===== config.mk =====
export PLATFORM = sky130hd
export DESIGN_NAME = mult_arb_seq_flat
export DESIGN_NICKNAME = d
export VERILOG_FILES = /design/src/rtl/mult_pkg.sv /design/src/rtl/mult_arb_seq_if.sv /design/src/rtl/mult_arb_seq_shift_add_core.sv /design/src/rtl/mult_arb_seq.sv /design/src/flat_wrapper.sv
export SDC_FILE = /design/constraint.sdc
export NUM_CORES = 1
export LEC_CHECK = 0
export CORE_MARGIN = 2
export CORE_UTILIZATION = 57
export CTS_CLUSTER_SIZE = 30
export DETAILED_ROUTE_END_ITERATION = 12
export PLACE_DENSITY_LB_ADDON = 0.12
export SLEW_MARGIN = 20
export SYNTH_ARGS = -nofsm -noshare
export SYNTH_HDL_FRONTEND = slang
export SYNTH_SLANG_ARGS = --single-unit

===== constraint.sdc =====
create_clock -name clk1 -period 4.1 [get_ports clk1]
set_input_delay 0.615 -clock clk1 [delete_from_list [all_inputs] [get_ports clk1]]
set_output_delay 0.615 -clock clk1 [all_outputs]
set_load 0.01 [all_outputs]

===== src/rtl/mult_pkg.sv =====
`default_nettype none
// ============================================================================
// mult_pkg : shared state encoding and defaults for the multiplier sequencer
// Rev 1.0 : initial release
// ============================================================================
package mult_pkg;

  localparam int WIDTH_DEFAULT = 8;

  localparam logic [1:0] ST_IDLE = 2'd0;
  localparam logic [1:0] ST_BUSY = 2'd1;
  localparam logic [1:0] ST_DONE = 2'd2;

  typedef enum logic [1:0] {
    S_IDLE = ST_IDLE,
    S_BUSY = ST_BUSY,
    S_DONE = ST_DONE
  } state_t;

  // Step counter width; a 1-bit operand still needs a 1-bit counter.
  function automatic int cnt_width(input int w);
    return (w > 1) ? $clog2(w) : 1;
  endfunction

endpackage
`default_nettype wire


===== src/rtl/mult_arb_seq_if.sv =====
`default_nettype none
// ============================================================================
// mult_arb_seq_if : two operand request ports plus tagged product response
// Rev 1.0 : initial release
// ============================================================================
interface mult_arb_seq_if
  import mult_pkg::*;
#(
  parameter int WIDTH = WIDTH_DEFAULT
);

  logic               req0_valid;
  logic [WIDTH-1:0]   req0_a;
  logic [WIDTH-1:0]   req0_b;
  logic               req0_ready;
  logic               req1_valid;
  logic [WIDTH-1:0]   req1_a;
  logic [WIDTH-1:0]   req1_b;
  logic               req1_ready;
  logic               rsp_valid;
  logic               rsp_ready;
  logic               rsp_id;
  logic [2*WIDTH-1:0] rsp_product;
  logic               busy;

  modport master (
    output req0_valid, req0_a, req0_b, req1_valid, req1_a, req1_b, rsp_ready,
    input  req0_ready, req1_ready, rsp_valid, rsp_id, rsp_product, busy
  );

  modport slave (
    input  req0_valid, req0_a, req0_b, req1_valid, req1_a, req1_b, rsp_ready,
    output req0_ready, req1_ready, rsp_valid, rsp_id, rsp_product, busy
  );

endinterface
`default_nettype wire


===== src/rtl/mult_arb_seq_shift_add_core.sv =====
`default_nettype none
// ============================================================================
// shift_add_core : unsigned shift-add multiplier, one partial product per step
// Rev 1.0 : initial release
// ============================================================================
module shift_add_core
  import mult_pkg::*;
#(
  parameter int WIDTH = WIDTH_DEFAULT
) (
  input  logic               clk1,
  input  logic               reset,
  input  logic               load,
  input  logic               step,
  input  logic [WIDTH-1:0]   a,
  input  logic [WIDTH-1:0]   b,
  output logic               last,
  output logic [2*WIDTH-1:0] acc_next
);

  localparam int             CNT_W    = cnt_width(WIDTH);
  localparam logic [CNT_W-1:0] CNT_LAST = CNT_W'(WIDTH - 1);

  logic [2*WIDTH-1:0] r_mcand;
  logic [2*WIDTH-1:0] r_acc;
  logic [WIDTH-1:0]   r_mplr;
  logic [CNT_W-1:0]   r_cnt;

  // Accumulator value after the current step, so the final product includes it.
  assign acc_next = r_acc + (r_mplr[0] ? r_mcand : '0);
  assign last     = (r_cnt == CNT_LAST);

  always_ff @(posedge clk1) begin
    if (reset) begin
      r_mcand <= '0;
      r_mplr  <= '0;
      r_acc   <= '0;
      r_cnt   <= '0;
    end else if (load) begin
      r_mcand <= {{WIDTH{1'b0}}, a};
      r_mplr  <= b;
      r_acc   <= '0;
      r_cnt   <= '0;
    end else if (step) begin
      r_acc   <= acc_next;
      r_mcand <= r_mcand << 1;
      r_mplr  <= r_mplr >> 1;
      r_cnt   <= r_cnt + 1'b1;
    end
  end

endmodule
`default_nettype wire


===== src/rtl/mult_arb_seq.sv =====
`default_nettype none
// ============================================================================
// mult_arb_seq : round-robin arbiter and sequencer for a shared shift-add core
// Rev 1.0 : initial release
// ============================================================================
module mult_arb_seq
  import mult_pkg::*;
#(
  parameter int WIDTH = WIDTH_DEFAULT
) (
  input  logic            clk1,
  input  logic            reset,
  mult_arb_seq_if.slave   bus
);

  state_t             r_state;
  logic               r_last_grant;
  logic               r_rsp_valid;
  logic               r_rsp_id;
  logic [2*WIDTH-1:0] r_rsp_product;
  logic               r_busy;

  logic               w_idle;
  logic               w_grant;
  logic               w_accept;
  logic [WIDTH-1:0]   w_a;
  logic [WIDTH-1:0]   w_b;
  logic               w_last;
  logic [2*WIDTH-1:0] w_acc_next;

  // On a tie the requester that did not win last time is granted.
  always_comb begin
    w_idle   = (r_state == S_IDLE);
    w_grant  = (bus.req0_valid && bus.req1_valid) ? ~r_last_grant : bus.req1_valid;
    w_accept = w_idle && (bus.req0_valid || bus.req1_valid);
    w_a      = w_grant ? bus.req1_a : bus.req0_a;
    w_b      = w_grant ? bus.req1_b : bus.req0_b;
  end

  assign bus.req0_ready  = w_idle & ~w_grant & bus.req0_valid;
  assign bus.req1_ready  = w_idle &  w_grant & bus.req1_valid;
  assign bus.rsp_valid   = r_rsp_valid;
  assign bus.rsp_id      = r_rsp_id;
  assign bus.rsp_product = r_rsp_product;
  assign bus.busy        = r_busy;

  shift_add_core #(
    .WIDTH    (WIDTH)
  ) u_core (
    .clk1     (clk1),
    .reset    (reset),
    .load     (w_accept),
    .step     (r_state == S_BUSY),
    .a        (w_a),
    .b        (w_b),
    .last     (w_last),
    .acc_next (w_acc_next)
  );

  always_ff @(posedge clk1) begin
    if (reset) begin
      r_state       <= S_IDLE;
      r_last_grant  <= 1'b1;
      r_rsp_valid   <= 1'b0;
      r_rsp_id      <= 1'b0;
      r_rsp_product <= '0;
      r_busy        <= 1'b0;
    end else begin
      case (r_state)
        S_IDLE: begin
          if (w_accept) begin
            r_state      <= S_BUSY;
            r_busy       <= 1'b1;
            r_rsp_id     <= w_grant;
            r_last_grant <= w_grant;
          end
        end
        S_BUSY: begin
          if (w_last) begin
            r_state       <= S_DONE;
            r_rsp_valid   <= 1'b1;
            r_rsp_product <= w_acc_next;
          end
        end
        S_DONE: begin
          // Returning to IDLE blocks acceptance on the same edge as the take.
          if (bus.rsp_ready) begin
            r_state     <= S_IDLE;
            r_rsp_valid <= 1'b0;
            r_busy      <= 1'b0;
          end
        end
        default: begin
          r_state <= S_IDLE;
        end
      endcase
    end
  end

endmodule
`default_nettype wire


===== src/flat_wrapper.sv =====
// flat-port wrapper written by rule: the top's interface ports become plain ports
module mult_arb_seq_flat import mult_pkg::*;
#(
  parameter int WIDTH = WIDTH_DEFAULT
)
  (clk1, reset, bus_req0_valid, bus_req0_a, bus_req0_b, bus_req1_valid, bus_req1_a, bus_req1_b, bus_rsp_ready, bus_req0_ready, bus_req1_ready, bus_rsp_valid, bus_rsp_id, bus_rsp_product, bus_busy);
  mult_arb_seq_if #(.WIDTH(WIDTH)) bus_i ();
  input  logic clk1;
  input  logic reset;
  input wire logic [$bits(bus_i.req0_valid)-1:0] bus_req0_valid;
  input wire logic [$bits(bus_i.req0_a)-1:0] bus_req0_a;
  input wire logic [$bits(bus_i.req0_b)-1:0] bus_req0_b;
  input wire logic [$bits(bus_i.req1_valid)-1:0] bus_req1_valid;
  input wire logic [$bits(bus_i.req1_a)-1:0] bus_req1_a;
  input wire logic [$bits(bus_i.req1_b)-1:0] bus_req1_b;
  input wire logic [$bits(bus_i.rsp_ready)-1:0] bus_rsp_ready;
  output wire logic [$bits(bus_i.req0_ready)-1:0] bus_req0_ready;
  output wire logic [$bits(bus_i.req1_ready)-1:0] bus_req1_ready;
  output wire logic [$bits(bus_i.rsp_valid)-1:0] bus_rsp_valid;
  output wire logic [$bits(bus_i.rsp_id)-1:0] bus_rsp_id;
  output wire logic [$bits(bus_i.rsp_product)-1:0] bus_rsp_product;
  output wire logic [$bits(bus_i.busy)-1:0] bus_busy;
  assign bus_i.req0_valid = bus_req0_valid;
  assign bus_i.req0_a = bus_req0_a;
  assign bus_i.req0_b = bus_req0_b;
  assign bus_i.req1_valid = bus_req1_valid;
  assign bus_i.req1_a = bus_req1_a;
  assign bus_i.req1_b = bus_req1_b;
  assign bus_i.rsp_ready = bus_rsp_ready;
  assign bus_req0_ready = bus_i.req0_ready;
  assign bus_req1_ready = bus_i.req1_ready;
  assign bus_rsp_valid = bus_i.rsp_valid;
  assign bus_rsp_id = bus_i.rsp_id;
  assign bus_rsp_product = bus_i.rsp_product;
  assign bus_busy = bus_i.busy;
  mult_arb_seq #(.WIDTH(WIDTH)) u_core (.clk1(clk1), .reset(reset), .bus(bus_i));
endmodule

==> results of run 1 <==
layer usage:
layer	wire [um]	global-route usage	vias up
met2	3922	0.4262	114
li1	-	-	1611
met3	539	0.05604	22
met1	3785	0.3388	1451
met5	0	0	-
met4	163	0.09667	0
layout make-up:
cell class,instances,area [um2]
Multi-Input combinational cell,333,2017
Fill cell,463,1618
Sequential cell,65,1301
Timing Repair Buffer,63,615.6
Clock buffer,9,123.9
Clock inverter,7,101.3
Tap cell,75,93.84
Inverter,4,15.01
worst max path at each step:
stage / from / endpoint
after floorplan: u_core.u_core.r_mplr[0]$_SDFFE_PP0P_ / u_core.bus.rsp_product[14]$_SDFFE_PP0P_
after global placement: bus_req1_valid / bus_req1_ready
after detailed placement: bus_req1_valid / bus_req1_ready
after CTS: bus_req1_valid / bus_req1_ready
after global routing: bus_req1_valid / bus_req1_ready
final: bus_req1_valid / bus_req1_ready
worst register-to-register path: stages, from the launching register on:
cell and delay [ps]:
dfxtp_1 440, and2_1 200, ha_1 220, fa_1 410, a21oi_1 260, o211ai_2 160
and3_1 180, a311o_1 280, xnor2_1 150, o31ai_1 200
metrics by stage:
stage | utilization | total power, W | std cells | cell area, um2 | hold slack (ps)
2_1_floorplan | - | 0.0008079 | 432 | 3441 | 435.9
5_1_grt | 0.7251 | 0.001545 | 556 | 4268 | 480.3
3_5_place_dp | 0.6864 | 0.0008829 | 540 | 4040 | 447.4
3_3_place_gp | 0.6864 | 0.0008776 | 540 | 4040 | 442.8
4_1_cts | 0.7247 | 0.001495 | 556 | 4265 | 459.5
6_report | 0.7251 | 0.001492 | 556 | 4268 | 457.3
logic make-up after synthesis:
family / after synthesis / synth area share
and+or+nand+nor: 181 / 0.2458
AOI/OAI and AO/OA: 117 / 0.2244
DFF: 65 / 0.3782
buffers and inverters: 34 / 0.03927
adders and majority gates: 18 / 0.06764
xor gates and xnor gates: 13 / 0.03309
muxes: 4 / 0.01164
flip-flops by register name (all words and copies together) (netlist names), 2 cells and up:
signal	count
u_core.u_core.r_cnt	3
u_core.u_core.r_mcand	16
u_core.u_core.r_mplr	8
u_core.bus.rsp_product	16
u_core.r_state	2
u_core.u_core.r_acc	16
layout by cell type (no fill, tap or decap), types with 3 or more instances in the layout:
cell             count
o21ai_0             12
inv_1                4
a311oi_1            14
nand2_1             92
xnor2_1             11
a31oi_1              5
nor2b_1             18
a211oi_1            25
clkdlybuf4s50_1     57
buf_4                6
clkbuf_8             9
dfxtp_1             65
nand3_1              5
nand2b_1             3
nor3_1               3
mux2i_1              4
ha_1                17
a21oi_1             40
nor2_1              24
and3_1               5
and2_1              19
power by group through the flow:
| stage | Sequential (W) | Combinational [W] | Clock [W] |
|---|---|---|---|
| 2_1_floorplan | 0.000684 | 0.000124 | 0 |
| 3_3_place_gp | 0.000690 | 0.000188 | 0 |
| 3_5_place_dp | 0.000691 | 0.000192 | 0 |
| 4_1_cts | 0.000676 | 0.000194 | 0.000624 |
| 5_1_grt | 0.000680 | 0.000214 | 0.000650 |
| 6_report | 0.000677 | 0.000195 | 0.000620 |
==> results.sh, run 1 <==
export IMPL_outcome="completed"
export IMPL_required_ps=3480
export IMPL_grt_use_total=0.2607
export IMPL_gp_congestion=0.9226
export IMPL_cellPowerDensity_nw_per_um2=349.5
export IMPL_dr_pass1_iters=5
export IMPL_synthMostInstantiatedCell="nand2_1"
export IMPL_die_h_um=81.70
export IMPL_overflow=0
export IMPL_yosysTopAreaCellShare=0.3782
export IMPL_n_antenna_cell=0
export IMPL_hold_depth=2
export IMPL_hp_class="reg2reg"
export IMPL_rsz0062_at_grt="false"
export IMPL_skew_ps=17.87
export IMPL_clkPwrFrac=0.415
export IMPL_synth_largest_area_cell="dfxtp_1"
export IMPL_r2r_slack_ps=1520
export IMPL_end_kind="output pin"
export IMPL_p_leak_nw=1.568
export IMPL_async_reset_ff_frac=0
export IMPL_drt_total_wl_um=8409
export IMPL_relSlewSlack=0.5248
export IMPL_syn_cell_area_um2=3441
export IMPL_antenna_left=0
export IMPL_worst_slew_pin_slew_ps=709.6
export IMPL_viasPerCell=5.752
export IMPL_layout_min_cycle_time_ps=2945
export IMPL_path_depth=5
export IMPL_synth_fp_nets=487
export IMPL_avgSynthCellArea_um2=7.965
export IMPL_clock_sinks=65
export IMPL_critPathMaxFanout=32
export IMPL_critPathLaunchType="input port"
export IMPL_grt_pass1_vias=2760
export IMPL_synth_edf_count=0
export IMPL_critPathTopFamily="buffers and inverters"
export IMPL_cts_made_buffers=9
export IMPL_setup_ws_ps=1155
export IMPL_synth_seq_cells=65
export IMPL_tns_ps=0
export IMPL_dp_slack_ps=1158
export IMPL_dieWidth_um=81.70
export IMPL_arrival_ps=2330
export IMPL_fp_coreArea_um2=5886
export IMPL_io_buffers=57
export IMPL_vias=3198
export IMPL_reg2reg_depth=9
export IMPL_finalHoldViolCount=0
export IMPL_drcViolationCount=0
export IMPL_p_switching_w=0.0004011
export IMPL_worstHoldStart="u_core.bus.rsp_product[1]$_SDFFE_PP0P_"
export IMPL_cpMostUsedCell="clkdlybuf4s50_1"
export IMPL_clockBufferDepth=2
export IMPL_path_cells="clkdlybuf4s50_1 -> a21boi_2 -> buf_4 -> and2_1 -> clkdlybuf4s50_1"
export IMPL_yosys_top_cells_count="nand2_1 (92), dfxtp_1 (65), a21oi_1 (40)"
export IMPL_num_nets_final=531
export IMPL_period_share=0.7183
export IMPL_path_buf_inv=3
export IMPL_die_area_um2=6674
export IMPL_drv_cap=0
export IMPL_p_int_w=0.001091
export IMPL_cts_root_buf="clkbuf_8"
export IMPL_cp_slowest_stage_delay_ps=540
export IMPL_yosysUniqueCellTypes=47
export IMPL_postCtsHoldBufs=0
export IMPL_cts_tree="yes"
export IMPL_setup_viol=0
export IMPL_route_detailed_wl_per_inst_um=15.12
export IMPL_ys_seq_area_frac=0.3782
export IMPL_htree_num_levels=3
export IMPL_dp_hpwl_um=5962
export IMPL_post_cts_buffers=0
export IMPL_holdPathEnd="u_core.bus.rsp_product[1]$_SDFFE_PP0P_"
export IMPL_initial_core_util=0.5846
export IMPL_synth_area_leaders="dfxtp_1 (38%), nand2_1 (10%), ha_1 (6.2%)"
export IMPL_irDropWorstVdd_mv=0.2187
export IMPL_cts_resized=0
export IMPL_insertion_delay_ps=350
export IMPL_combPwrFrac=0.131
export IMPL_grt_max_degree=42
export IMPL_synthToLayoutAreaGrowth_pct=24.04
export IMPL_ys_flop_type="dfxtp_1"
export IMPL_grt_pass1_wl_um=13300
export IMPL_drt_initial_drc_count=240
export IMPL_cts_clk_slew_worst_paths_ps=90
export IMPL_antenna_found_initial=0
export IMPL_synthCells=432
export IMPL_ys_warnings_count=0
export IMPL_swShare=0.2689
export IMPL_rows=28
export IMPL_critPathKind="in2out"
export IMPL_reg2reg_to="u_core.bus.rsp_product[14]$_SDFFE_PP0P_"
export IMPL_rr_startpoint="u_core.u_core.r_mplr[0]$_SDFFE_PP0P_"
export IMPL_cpMaxStageDelayCell="clkdlybuf4s50_1"
export IMPL_slew_viol_final=0
export IMPL_drive_gt1_frac=0.06237
export IMPL_power_frac_seq=0.454
export IMPL_fmax_ghz=0.3395
export IMPL_ios=58
No activity file was read; power rests on OpenSTA's default activity.
==> inputs of run 2 (changes only) <==
- CORE_UTILIZATION: 57 -> 53
- clock period: 4.1 -> 2.9 ns (I/O delays scaled with it)
==> results.sh, run 2 (synthesis results as in run 1) <==
export IMPL_setup_worst_path_end="u_core.u_core.r_acc[14]$_SDFFE_PP0P_"
export IMPL_mostFrequentLayoutCells="nand2_1 (92), dfxtp_1 (65), clkdlybuf4s50_1 (57)"
export IMPL_clockBufferDepth=2
export IMPL_worstHoldStart="u_core.u_core.r_mcand[15]$_SDFFE_PP0P_"
export IMPL_grt_pass1_wl_um=14430
export IMPL_slew_viol_final=0
export IMPL_startpoint="u_core.u_core.r_mplr[0]$_SDFFE_PP0P_"
export IMPL_path_depth=9
export IMPL_route_detailed_wl_per_inst_um=15.35
export IMPL_dp_slack_ps=340.2
export IMPL_regArea_um2=1301
export IMPL_cellPowerDensity_nw_per_um2=492.4
export IMPL_setup_ws_ps=285.3
export IMPL_skew_ps=16.32
export IMPL_hp_class="reg2reg"
export IMPL_io_buffers=57
export IMPL_antenna_found_initial=0
export IMPL_cts_clk_slew_worst_paths_ps=70
export IMPL_num_nets_final=531
export IMPL_arrival_ps=2820
export IMPL_dieWidth_um=84.58
export IMPL_dp_hpwl_um=6244
export IMPL_cts_made_buffers=9
export IMPL_die_h_um=84.58
export IMPL_fin_area_um2=4282
export IMPL_critPathTopFamily="compound AO/OA/AOI/OAI gates"
export IMPL_synthToLayoutAreaGrowth_pct=24.44
export IMPL_drcViolationCount=0
export IMPL_dpl_cell_area_um2=4055
export IMPL_dr_pass1_iters=4
export IMPL_p_total_w=0.002108
export IMPL_antenna_left=0
export IMPL_grt_max_degree=47
export IMPL_relSlewSlack=0.5486
export IMPL_hold_depth=2
export IMPL_end_kind="register"
export IMPL_setup_viol=0
export IMPL_irDropWorstVdd_mv=0.3192
export IMPL_layout_commonest_cell="nand2_1"
export IMPL_rows=29
export IMPL_viasPerCell=5.771
export IMPL_critPathLaunchType="register"
export IMPL_n_fill_cell=546
export IMPL_worst_slew_pin_slew_ps=677.1
export IMPL_cp_slowest_stage_delay_ps=430
export IMPL_p_leak_nw=1.582
export IMPL_postCtsHoldBufs=0
export IMPL_outcome="completed"
export IMPL_fp_coreArea_um2=6314
export IMPL_die_area_um2=7153
export IMPL_overflow=0
export IMPL_critPathMaxFanout=17
export IMPL_vias=3220
export IMPL_cts_resized=0
export IMPL_fmax_ghz=0.3825
export IMPL_gp_congestion=0.9859
export IMPL_r2r_slack_ps=290
export IMPL_grt_pass1_vias=3015
export IMPL_reg2reg_depth=9
export IMPL_reg2reg_to="u_core.u_core.r_acc[14]$_SDFFE_PP0P_"
export IMPL_drive_gt1_frac=0.06029
export IMPL_drv_cap=0
export IMPL_period_share=0.9016
export IMPL_grt_use_total=0.2485
export IMPL_cpMaxStageDelayCell="dfxtp_1"
export IMPL_drt_total_wl_um=8564
export IMPL_critPathKind="reg2reg"
export IMPL_required_ps=3100
export IMPL_path_cells="and2_1 -> ha_1 -> fa_1 -> a21oi_1 -> o211ai_2 -> and3_1 -> a311o_1 -> xnor2_1 -> o31ai_1"
export IMPL_multi_input_area_um2=2014
export IMPL_rr_startpoint="u_core.u_core.r_mplr[0]$_SDFFE_PP0P_"
export IMPL_ios=58
export IMPL_drt_initial_drc_count=192
export IMPL_n_antenna_cell=0
export IMPL_cts_tree="yes"
export IMPL_insertion_delay_ps=340
export IMPL_finalHoldViolCount=0
export IMPL_post_cts_buffers=0
export IMPL_clock_sinks=65
export IMPL_tns_ps=0
export IMPL_rsz0062_at_grt="false"
export IMPL_htree_num_levels=3
export IMPL_path_buf_inv=0
export IMPL_initial_core_util=0.5450
export IMPL_layout_min_cycle_time_ps=2615
export IMPL_cts_root_buf="clkbuf_8"
## run 2: changes by cell type in the layout (fill, tap and decap cells not counted), sizes merged
cell,previous run,this run
clkinv,1,3
clkinvlp,2,0
## run 2: how the worst min path moves through the flow
stage / end
after global placement: u_core.bus.rsp_product[11]$_SDFFE_PP0P_
after CTS: u_core.u_core.r_cnt[2]$_SDFFE_PP0P_
final: u_core.u_core.r_mcand[15]$_SDFFE_PP0P_
after global routing: u_core.u_core.r_acc[3]$_SDFFE_PP0P_
after floorplan: u_core.r_last_grant$_SDFFE_PP1P_
after detailed placement: u_core.u_core.r_acc[11]$_SDFFE_PP0P_
## run 2: layout make-up
class | count | area share
multi-input combinational | 333 | 0.4705
sequential | 65 | 0.3039
timing repair buffer | 63 | 0.1467
clock buffer | 9 | 0.02893
clock inverter | 7 | 0.02396
tap | 77 | 0.02250
inverter | 4 | 0.003507
## run 2: report_power, final
part	switching [W]	internal [W]	total [W]
registers	0.0000300	0.000928	0.000958
clock network	0.000380	0.000494	0.000874
logic	0.000151	0.000126	0.000277
## run 2: through the flow
step,hold WS (ps),instances,utilization
after floorplan,435.9,432,-
after global placement,440.9,542,0.6423
after detailed placement,453.0,542,0.6423
after CTS,466.5,558,0.6782
after global routing,485.5,558,0.6782
final,463.3,558,0.6782
## run 2: layer usage
metal / routed length (um) / GRT usage / share of wire
met5: 0 / 0 / 0
met4: 94 / 0.08081 / 0.011
met3: 410 / 0.04326 / 0.048
met2: 4212 / 0.4102 / 0.49
met1: 3846 / 0.3307 / 0.45
## run 2: worst register-to-register path, stage by stage (launching register included)
cell      delay, ps
dfxtp_1         430
and2_1          200
ha_1            210
fa_1            420
a21oi_1         270
o211ai_2        170
and3_1          180
a311o_1         280
xnor2_1         230
o31ai_1         100
==> inputs of run 3 (changes only) <==
- CORE_MARGIN: 2 -> 4
- GPL_ROUTABILITY_DRIVEN: default -> 0
==> results.sh, run 3 (synthesis results as in run 1) <==
export IMPL_startpoint="u_core.u_core.r_mplr[0]$_SDFFE_PP0P_"
export IMPL_dieWidth_um=88.58
export IMPL_die_area_um2=7846
export IMPL_grt_use_total=0.2268
export IMPL_clock_sinks=65
export IMPL_layout_commonest_cell="nand2_1"
export IMPL_worst_slew_pin_slew_ps=650.6
export IMPL_grt_pass1_vias=2932
export IMPL_period_share=0.9071
export IMPL_ios=58
export IMPL_antenna_found_initial=0
export IMPL_drcViolationCount=0
export IMPL_required_ps=3150
export IMPL_post_cts_buffers=0
export IMPL_cp_slowest_stage_delay_ps=430
export IMPL_cts_tree="yes"
export IMPL_n_antenna_cell=0
export IMPL_n_fill_cell=538
export IMPL_synthToLayoutAreaGrowth_pct=24.29
export IMPL_clockBufferDepth=2
export IMPL_antenna_left=0
export IMPL_critPathKind="reg2reg"
export IMPL_num_nets_final=532
export IMPL_slew_viol_final=0
export IMPL_route_detailed_wl_per_inst_um=15.23
export IMPL_path_cells="and2_1 -> ha_1 -> fa_1 -> a21oi_1 -> o211ai_2 -> and3_1 -> a311o_1 -> xnor2_1 -> o31ai_1"
export IMPL_insertion_delay_ps=360
export IMPL_grt_max_degree=44
export IMPL_postCtsHoldBufs=0
export IMPL_viasPerCell=5.635
export IMPL_cts_resized=0
export IMPL_fin_cells=559
export IMPL_worstHoldStart="u_core.bus.rsp_product[11]$_SDFFE_PP0P_"
export IMPL_cts_clk_slew_worst_paths_ps=80
export IMPL_cts_root_buf="clkbuf_8"
export IMPL_io_buffers=57
export IMPL_dr_pass1_iters=4
export IMPL_htree_num_levels=3
export IMPL_rows=29
export IMPL_cts_made_buffers=9
export IMPL_cpMaxStageDelayCell="dfxtp_1"
export IMPL_layout_min_cycle_time_ps=2631
export IMPL_dp_hpwl_um=6090
export IMPL_arrival_ps=2880
export IMPL_finalHoldViolCount=0
export IMPL_rr_startpoint="u_core.u_core.r_mplr[0]$_SDFFE_PP0P_"
export IMPL_fmax_ghz=0.3801
export IMPL_grt_pass1_wl_um=13810
export IMPL_rsz0062_at_grt="false"
export IMPL_end_kind="register"
export IMPL_drt_initial_drc_count=163
export IMPL_vias=3150
export IMPL_skew_ps=15.52
export IMPL_relSlewSlack=0.5662
export IMPL_setup_viol=0
export IMPL_outcome="completed"
export IMPL_tns_ps=0
export IMPL_drt_total_wl_um=8514
export IMPL_critPathMaxFanout=17
export IMPL_mostFrequentLayoutCells="nand2_1 (92), dfxtp_1 (65), clkdlybuf4s50_1 (57)"
export IMPL_die_h_um=88.58
export IMPL_initial_core_util=0.5450
export IMPL_cellPowerDensity_nw_per_um2=493.1
export IMPL_hp_class="reg2reg"
export IMPL_critPathTopFamily="compound AO/OA/AOI/OAI gates"
export IMPL_critPathLaunchType="register"
export IMPL_p_leak_nw=1.576
export IMPL_drv_cap=0
export IMPL_overflow=0
export IMPL_fp_coreArea_um2=6314
export IMPL_post_place_cells=543
export IMPL_path_buf_inv=0
export IMPL_drive_gt1_frac=0.06224
export IMPL_irDropWorstVdd_mv=0.3553
run 3: cell count changes in the layout (fill, tap and decap cells not counted):
cell,delta
buf_4,+2
buf_12,-1
clkinv_2,-1
clkinv_4,+1
clkinvlp_4,+1
inv_8,-1
run 3: power by group:
part           total, W  internal, W  switching (W)
logic          0.000275     0.000123       0.000152
clock network  0.000878     0.000491       0.000387
registers      0.000956     0.000928      0.0000286
total           0.00211      0.00154       0.000567
run 3: metal layers:
layer	share of wire	global-route usage	vias up
met5	0	0	-
met4	0.020	0.08654	0
met3	0.044	0.04562	14
met2	0.48	0.3725	80
met1	0.46	0.2938	1449
li1	-	-	1607
run 3: worst paths after layout:
kind	cells past startpoint	slack [ps]	endpoint
worst min-delay path	2	460	u_core.bus.rsp_product[11]$_SDFFE_PP0P_
worst min register to register	2	460	u_core.bus.rsp_product[11]$_SDFFE_PP0P_
worst max-delay path	9	270	u_core.u_core.r_acc[14]$_SDFFE_PP0P_
worst max register to register	9	270	u_core.u_core.r_acc[14]$_SDFFE_PP0P_
run 3: metrics by stage:
step,util,worst slack (ps),instance area [um2],power [W],hold slack (ps)
final,0.6774,269.3,4277,0.002109,455.0
after global routing,0.6774,136.5,4277,0.002200,487.7
after CTS,0.6774,271.9,4277,0.002117,456.4
after detailed placement,0.6415,376.3,4050,0.001251,446.3
after global placement,0.6415,434.2,4050,0.001245,443.3
after floorplan,-,513.6,3441,0.001142,435.9
run 3: area by class of cell:
| class | count | area, um2 | share of cell area |
|---|---|---|---|
| repair buffers | 64 | 623.1 | 0.1457 |
| well taps | 77 | 96.34 | 0.02253 |
| inverters | 4 | 15.01 | 0.003511 |
| clock buffers | 9 | 123.9 | 0.02896 |
| clock inverters | 7 | 102.6 | 0.02399 |
| multi-input cells | 333 | 2014 | 0.4710 |
| flip-flops and latches | 65 | 1301 | 0.3043 |
run 3: worst register-to-register path, cell delays in order (launching register included):
cell and delay (ps):
dfxtp_1 430, and2_1 200, ha_1 220, fa_1 420, a21oi_1 260, o211ai_2 170, and3_1 170, a311o_1 280
xnor2_1 150, o31ai_1 240
